--- config.mk ---
export PLATFORM = sky130hd
export DESIGN_NAME = uart_tx_buffer
export DESIGN_NICKNAME = d
export VERILOG_FILES = /design/src/rtl/uart_tx_buffer.sv
export SDC_FILE = /design/constraint.sdc
export NUM_CORES = 1
export LEC_CHECK = 0
export BUFFER_PORTS_ARGS = -buffer_cell sky130_fd_sc_hd__buf_4
export CORE_MARGIN = 4
export CORE_UTILIZATION = 65
export CTS_BUF_LIST = sky130_fd_sc_hd__clkbuf_4 sky130_fd_sc_hd__clkbuf_8
export CTS_CLUSTER_DIAMETER = 80
export DETAILED_ROUTE_END_ITERATION = 8
export GPL_TIMING_DRIVEN = 0
export PLACE_DENSITY = 0.8
export SYNTH_ARGS = -nofsm -noshare
export SYNTH_HDL_FRONTEND = slang
export SYNTH_SLANG_ARGS = --single-unit
--- constraint.sdc ---
create_clock -name clk -period 4.1 [get_ports clk]
set_input_delay 0.41 -clock clk [delete_from_list [all_inputs] [get_ports clk]]
set_output_delay 0.41 -clock clk [all_outputs]
set_load 0.1 [all_outputs]
--- src/rtl/uart_tx_buffer.sv ---
// uart_tx_buffer: buffered 8N1 UART transmitter.
// Bytes written on a single-cycle strobe are queued in a circular FIFO. A
// small FSM pops them one at a time and serialises each one on RsTx, LSB first.
// Bit timing comes from an internal divider, DIV = CLK_FREQ / BAUD, which
// must be at least 2.
//
// Optional feature: define UART_TX_PRINTABLE_FILTER_EN to accept only the
// printable bytes 0x20..0x7E plus LF (0x0A) and CR (0x0D). All other bytes are
// ignored without any side effect.
//
// Ports:
//   clk       in   system clock, rising edge
//   reset     in   asynchronous, active-high; clears all state
//   data_in   in   [7:0] byte to queue
//   we        in   write strobe, one byte per cycle while high
//   RsTx      out  serial line, idle high, registered
//   full      out  FIFO holds 2**DEPTH_LOG2 bytes
//   empty     out  FIFO holds 0 bytes
//   busy      out  transmitter FSM is not in IDLE
//   overflow  out  sticky: a write arrived while full
module uart_tx_buffer #(
    parameter int unsigned CLK_FREQ   = 100_000_000,
    parameter int unsigned BAUD       = 9600,
    parameter int unsigned DEPTH_LOG2 = 4
) (
    input  logic       clk,
    input  logic       reset,
    input  logic [7:0] data_in,
    input  logic       we,
    output logic       RsTx,
    output logic       full,
    output logic       empty,
    output logic       busy,
    output logic       overflow
);

    localparam int unsigned DIV     = CLK_FREQ / BAUD;
    localparam int unsigned DEPTH   = 1 << DEPTH_LOG2;
    localparam int unsigned CNT_W   = (DIV > 2) ? $clog2(DIV) : 1;
    localparam int unsigned PTR_W   = DEPTH_LOG2;
    localparam int unsigned FCNT_W  = DEPTH_LOG2 + 1;

    typedef enum logic [1:0] {
        S_IDLE  = 2'd0,
        S_START = 2'd1,
        S_DATA  = 2'd2,
        S_STOP  = 2'd3
    } state_t;

    state_t              state_q, state_d;
    logic [CNT_W-1:0]    baud_q, baud_d;
    logic [2:0]          bit_idx_q, bit_idx_d;
    logic [7:0]          shift_q, shift_d;
    logic                rstx_q, rstx_d;
    logic [PTR_W-1:0]    wr_ptr_q, wr_ptr_d;
    logic [PTR_W-1:0]    rd_ptr_q, rd_ptr_d;
    logic [FCNT_W-1:0]   count_q, count_d;
    logic                full_q, full_d;
    logic                empty_q, empty_d;
    logic                busy_q, busy_d;
    logic                overflow_q, overflow_d;
    logic [7:0]          mem_q [DEPTH];

    logic                accept_c;
    logic                push_c;
    logic                pop_c;
    logic                baud_wrap_c;

    // Which bytes are eligible for queueing at all.
`ifdef UART_TX_PRINTABLE_FILTER_EN
    assign accept_c = ((data_in >= 8'h20) && (data_in <= 8'h7E)) ||
                      (data_in == 8'h0A) || (data_in == 8'h0D);
`else
    assign accept_c = 1'b1;
`endif

    // A write while full is dropped, even if a pop happens on the same edge.
    assign push_c      = we & accept_c & ~full_q;
    assign baud_wrap_c = (baud_q == CNT_W'(DIV - 1));

    // Transmit FSM: next state, baud/bit counters, shift register, line level.
    // The line register follows state_q, so RsTx lags the FSM by one clock.
    always_comb begin
        state_d   = state_q;
        baud_d    = baud_q;
        bit_idx_d = bit_idx_q;
        shift_d   = shift_q;
        rstx_d    = 1'b1;
        pop_c     = 1'b0;
        case (state_q)
            S_IDLE: begin
                rstx_d = 1'b1;
                if (!empty_q) begin
                    pop_c     = 1'b1;
                    shift_d   = mem_q[rd_ptr_q];
                    bit_idx_d = 3'd0;
                    baud_d    = '0;
                    state_d   = S_START;
                end
            end
            S_START: begin
                rstx_d = 1'b0;
                baud_d = baud_wrap_c ? '0 : baud_q + CNT_W'(1);
                if (baud_wrap_c) begin
                    state_d = S_DATA;
                end
            end
            S_DATA: begin
                rstx_d = shift_q[0];
                baud_d = baud_wrap_c ? '0 : baud_q + CNT_W'(1);
                if (baud_wrap_c) begin
                    shift_d   = {1'b0, shift_q[7:1]};
                    bit_idx_d = bit_idx_q + 3'd1;
                    if (bit_idx_q == 3'd7) begin
                        state_d = S_STOP;
                    end
                end
            end
            S_STOP: begin
                rstx_d = 1'b1;
                baud_d = baud_wrap_c ? '0 : baud_q + CNT_W'(1);
                if (baud_wrap_c) begin
                    state_d = S_IDLE;
                end
            end
            default: begin
                state_d = S_IDLE;
            end
        endcase
        busy_d = (state_d != S_IDLE);
    end

    // FIFO bookkeeping; flags reflect the count after the current edge.
    always_comb begin
        wr_ptr_d   = push_c ? wr_ptr_q + PTR_W'(1) : wr_ptr_q;
        rd_ptr_d   = pop_c  ? rd_ptr_q + PTR_W'(1) : rd_ptr_q;
        overflow_d = overflow_q | (we & accept_c & full_q);
        case ({push_c, pop_c})
            2'b10:   count_d = count_q + FCNT_W'(1);
            2'b01:   count_d = count_q - FCNT_W'(1);
            default: count_d = count_q;
        endcase
        full_d  = (count_d == FCNT_W'(DEPTH));
        empty_d = (count_d == '0);
    end

    // FIFO storage; contents become unreachable when the pointers reset.
    always_ff @(posedge clk) begin
        if (push_c) begin
            mem_q[wr_ptr_q] <= data_in;
        end
    end

    // State and control registers.
    always_ff @(posedge clk or posedge reset) begin
        if (reset) begin
            state_q    <= S_IDLE;
            baud_q     <= '0;
            bit_idx_q  <= 3'd0;
            shift_q    <= 8'h00;
            rstx_q     <= 1'b1;
            wr_ptr_q   <= '0;
            rd_ptr_q   <= '0;
            count_q    <= '0;
            full_q     <= 1'b0;
            empty_q    <= 1'b1;
            busy_q     <= 1'b0;
            overflow_q <= 1'b0;
        end else begin
            state_q    <= state_d;
            baud_q     <= baud_d;
            bit_idx_q  <= bit_idx_d;
            shift_q    <= shift_d;
            rstx_q     <= rstx_d;
            wr_ptr_q   <= wr_ptr_d;
            rd_ptr_q   <= rd_ptr_d;
            count_q    <= count_d;
            full_q     <= full_d;
            empty_q    <= empty_d;
            busy_q     <= busy_d;
            overflow_q <= overflow_d;
        end
    end

    assign RsTx     = rstx_q;
    assign full     = full_q;
    assign empty    = empty_q;
    assign busy     = busy_q;
    assign overflow = overflow_q;

endmodule

==> reports/qor.json <==
{
  "gp_routability_congestion": 0.8248,
  "first_pass_iteration_count_of_the_detailed_router": 8,
  "max-cap-violations": 0,
  "vias_in_the_first_global_route": 4353,
  "status": "finished, final reports clean",
  "syn_inst": 479,
  "clk_pin_slew_worst_paths_ns": 0.09,
  "post_layout_utilization_of_the_core_pct": 73.21,
  "die_area_um2": 13140,
  "cts_hold_repair.buffers": 1,
  "worstSkewPairLatency_ns": 0.47,
  "drive_above_1_share_pct": 18.79,
  "wirelength_um": 14190,
  "clkSinkCount": 173,
  "clock_path_buffers": 2,
  "cellPowerDensity_nw_per_um2": 685.3,
  "multi_input_gate_area_in_the_final_layout_um2": 2260,
  "crit_arrival_ns": 4.08,
  "report.power.total_mw": 5.510,
  "critical_path.endpoint_type": "flop",
  "final_net_count": 541,
  "route.antenna.remaining_nets": 0,
  "max_clock_freq_mhz": 269.6,
  "rsz0062_at_grt": "no",
  "grt_first_pass_wirelength_um": 23150,
  "final-instance-count-excl-fill": 667,
  "worstMarginPinSlew_ns": 1.264,
  "period_share_pct": 90.46,
  "post_route_drc_violation_count": 0,
  "grt_start_max_net_pins": 43,
  "hold_slack_ns": 0.1505,
  "post_drt_via_cell_ratio": 6.487,
  "synth_seq_cells": 173,
  "hold_path_class": "input pin to flop",
  "ctsRootBufferMaster": "sky130_fd_sc_hd__clkbuf_8",
  "grtUsageTotal_pct": 23.66,
  "synth_edf_count": 128,
  "rows": 38,
  "ctsResizeCount": 0,
  "io_buf_count": 15,
  "floorplan.die.width_um": 114.6,
  "grt_overflow_total": 0,
  "required_ns": 4.47,
  "cts_htree_levels": 4,
  "worst-path-max-fanout": 8,
  "num_vias": 4327,
  "effective_utilization_at_floorplan_pct": 67.28,
  "timing_worst_setup_path_type": "flop to flop",
  "wire_per_inst_um": 21.28,
  "ys_warn_count": 0,
  "io_count": 16,
  "syn_nets": 505,
  "ff_latch_area_um2": 4972,
  "cts_inserted_buffers": 17,
  "post-cts-setup-buffers": 0,
  "sequential_area_share_after_synthesis_pct": 67.29,
  "setup_viol_count_final": 0,
  "power.ir.vdd_worst_v": 0.0005277,
  "antenna_found_initial": 0,
  "proportion_of_synthesized_flip_flops_having_asynchronous_set_or_reset_pct": 26.01,
  "filler_cell_count": 675,
  "antenna_cells": 0,
  "areaGrowthSynthToFinish_pct": 8.805,
  "synthDistinctLibCells": 59,
  "dr.first_iter.drc_count": 452,
  "ys.flop_type": "sky130_fd_sc_hd__edfxtp_1",
  "worst_clock_skew_ns": 0.009340,
  "p_leak_nw": 2.844,
  "fin_crit_ns": 3.709,
  "postSynthAreaPerCell_um2": 15.43,
  "maxSlewViolCount": 0,
  "final-hold-violation-count": 0,
  "synthesis.area_um2": 7390,
  "dp_hpwl_um": 9529,
  "placed_cells_incl_taps": 635,
  "tns_ns": 0,
  "start_kind": "flop",
  "chipHeight_um": 114.6,
  "core_region_area_um2": 10980,
  "clock_tree_from_tritoncts": "done",
  "slew_headroom_pct": 15.11
}
sequential cells by signal, indices dropped and copies added (netlist names):
name,cells
RsTx,1
baud_q,14
bit_idx_q,3
busy,1
count_q,5
empty,1
full,1
mem_q,128
overflow,1
rd_ptr_q,4
shift_q,8
state_q,2
wr_ptr_q,4
logic make-up (layout without fill, tap and decap cells):
| group | Yosys count | count (layout) | synth area share [%] |
|---|---|---|---|
| DFF | 173 | 173 | 67.29 |
| and+or+nand+nor | 117 | 117 | 8.229 |
| AOI/OAI and AO/OA | 86 | 86 | 7.552 |
| buffers and inverters | 37 | 85 | 2.133 |
| muxes | 36 | 36 | 10.48 |
| adders and majority gates | 15 | 15 | 2.540 |
| xor gates and xnor gates | 15 | 15 | 1.778 |
report_power, final:
part / switching [mW] / leakage [nW] / total, mW / internal [mW]
Clock: 0.617 / 0.173 / 1.04 / 0.425
Sequential: 0.168 / 1.72 / 2.36 / 2.19
Combinational: 1.28 / 0.954 / 2.11 / 0.834
Total: 2.06 / 2.84 / 5.51 / 3.45
layout by cell type, fill, tap and decap left out, drive strengths merged, types with 3 or more instances in the layout:
cell type,Yosys,layout
nor2,30,30
nor2b,3,3
edfxtp,128,128
o21ai,18,18
buf,7,23
nand2,31,31
and3,4,4
mux4,33,33
or4,4,4
a211oi,3,3
o31ai,4,4
clkinv,1,8
xnor2,12,12
and2,3,3
a22oi,14,14
a21oi,30,30
inv,13,18
nand3,7,7
xor2,3,3
nor3,11,11
dfrtp,43,43
nand2b,6,6
a22o,4,4
clkbuf,16,34
ha,15,15
nand4,6,6
per-layer routing:
| layer | global-route usage, % | vias to the layer above | part of all wire [%] |
|---|---|---|---|
| li1 | - | 1929 | - |
| met1 | 31.39 | 2185 | 41 |
| met2 | 38.92 | 178 | 52 |
| met3 | 5.655 | 35 | 5.6 |
| met4 | 7.918 | 0 | 1.9 |
| met5 | 0 | - | 0 |
per-stage QoR:
step	area, µm²	worst slack, ns
final	8040	0.3912
after global routing	8040	0.1323
after CTS	8040	0.4354
after detailed placement	7697	0.5337
after global placement	7677	0.6357
after floorplan	7390	0.7493
cell type report:
type	count	share of cell area [%]
inverters	14	0.6536
repair buffers	17	1.774
multi-input cells	269	28.10
well taps	140	2.179
clock inverters	13	1.136
plain buffers	23	1.307
clock buffers	18	3.003
flip-flops and latches	173	61.84
path summary, 6_finish.rpt:
kind	startpoint	end	slack, ns	cells after the start
worst max-delay path	state_q[0]	empty	0.39	13
worst min-delay path	we	overflow	0.15	2
worst max register to register	state_q[0]	empty	0.39	13
worst min register to register	overflow	overflow	0.46	1
max in group asynchronous	reset	RsTx	3.26	4
min in group asynchronous	reset	full	0.36	3
worst max-delay path, stage by stage, from the launching register on:
cell	delay, ns
sky130_fd_sc_hd__dfrtp_1	0.43
sky130_fd_sc_hd__inv_1	0.11
sky130_fd_sc_hd__ha_1	0.29
sky130_fd_sc_hd__nand2b_2	0.19
sky130_fd_sc_hd__clkinv_1	0.25
sky130_fd_sc_hd__nand2_1	0.25
sky130_fd_sc_hd__xnor2_1	0.15
sky130_fd_sc_hd__ha_1	0.24
sky130_fd_sc_hd__or4b_2	0.62
sky130_fd_sc_hd__a2111oi_0	0.47
sky130_fd_sc_hd__o211a_1	0.19
sky130_fd_sc_hd__or4_2	0.13
sky130_fd_sc_hd__inv_1	0.06
sky130_fd_sc_hd__a211oi_1	0.22
synth_stat cells, drive strengths merged (2+ instances only):
library cell	count	area [µm²]
a211oi	3	22.52
a21oi	30	165.2
a22o	4	35.03
a22oi	14	105.1
a31oi	2	12.51
and2	3	18.77
and3	4	25.02
buf	7	43.79
clkbuf	16	61.30
dfrtp	43	1076
dfstp	2	52.55
edfxtp	128	3844
ha	15	187.7
inv	13	48.80
mux2i	2	20.02
mux4	33	743.2
nand2	31	116.4
nand2b	6	40.04
nand3	7	35.03
nand4	6	37.54
nor2	30	112.6
nor2b	3	18.77
nor3	11	55.05
nor3b	2	15.01
nor4b	2	17.52
o21ai	18	90.09
o31ai	4	30.03
o41ai	2	17.52
or2	2	12.52
or4	4	35.03
or4b	2	23.77
xnor2	12	105.1
xor2	3	26.28
(Power assumes the default switching activity.)
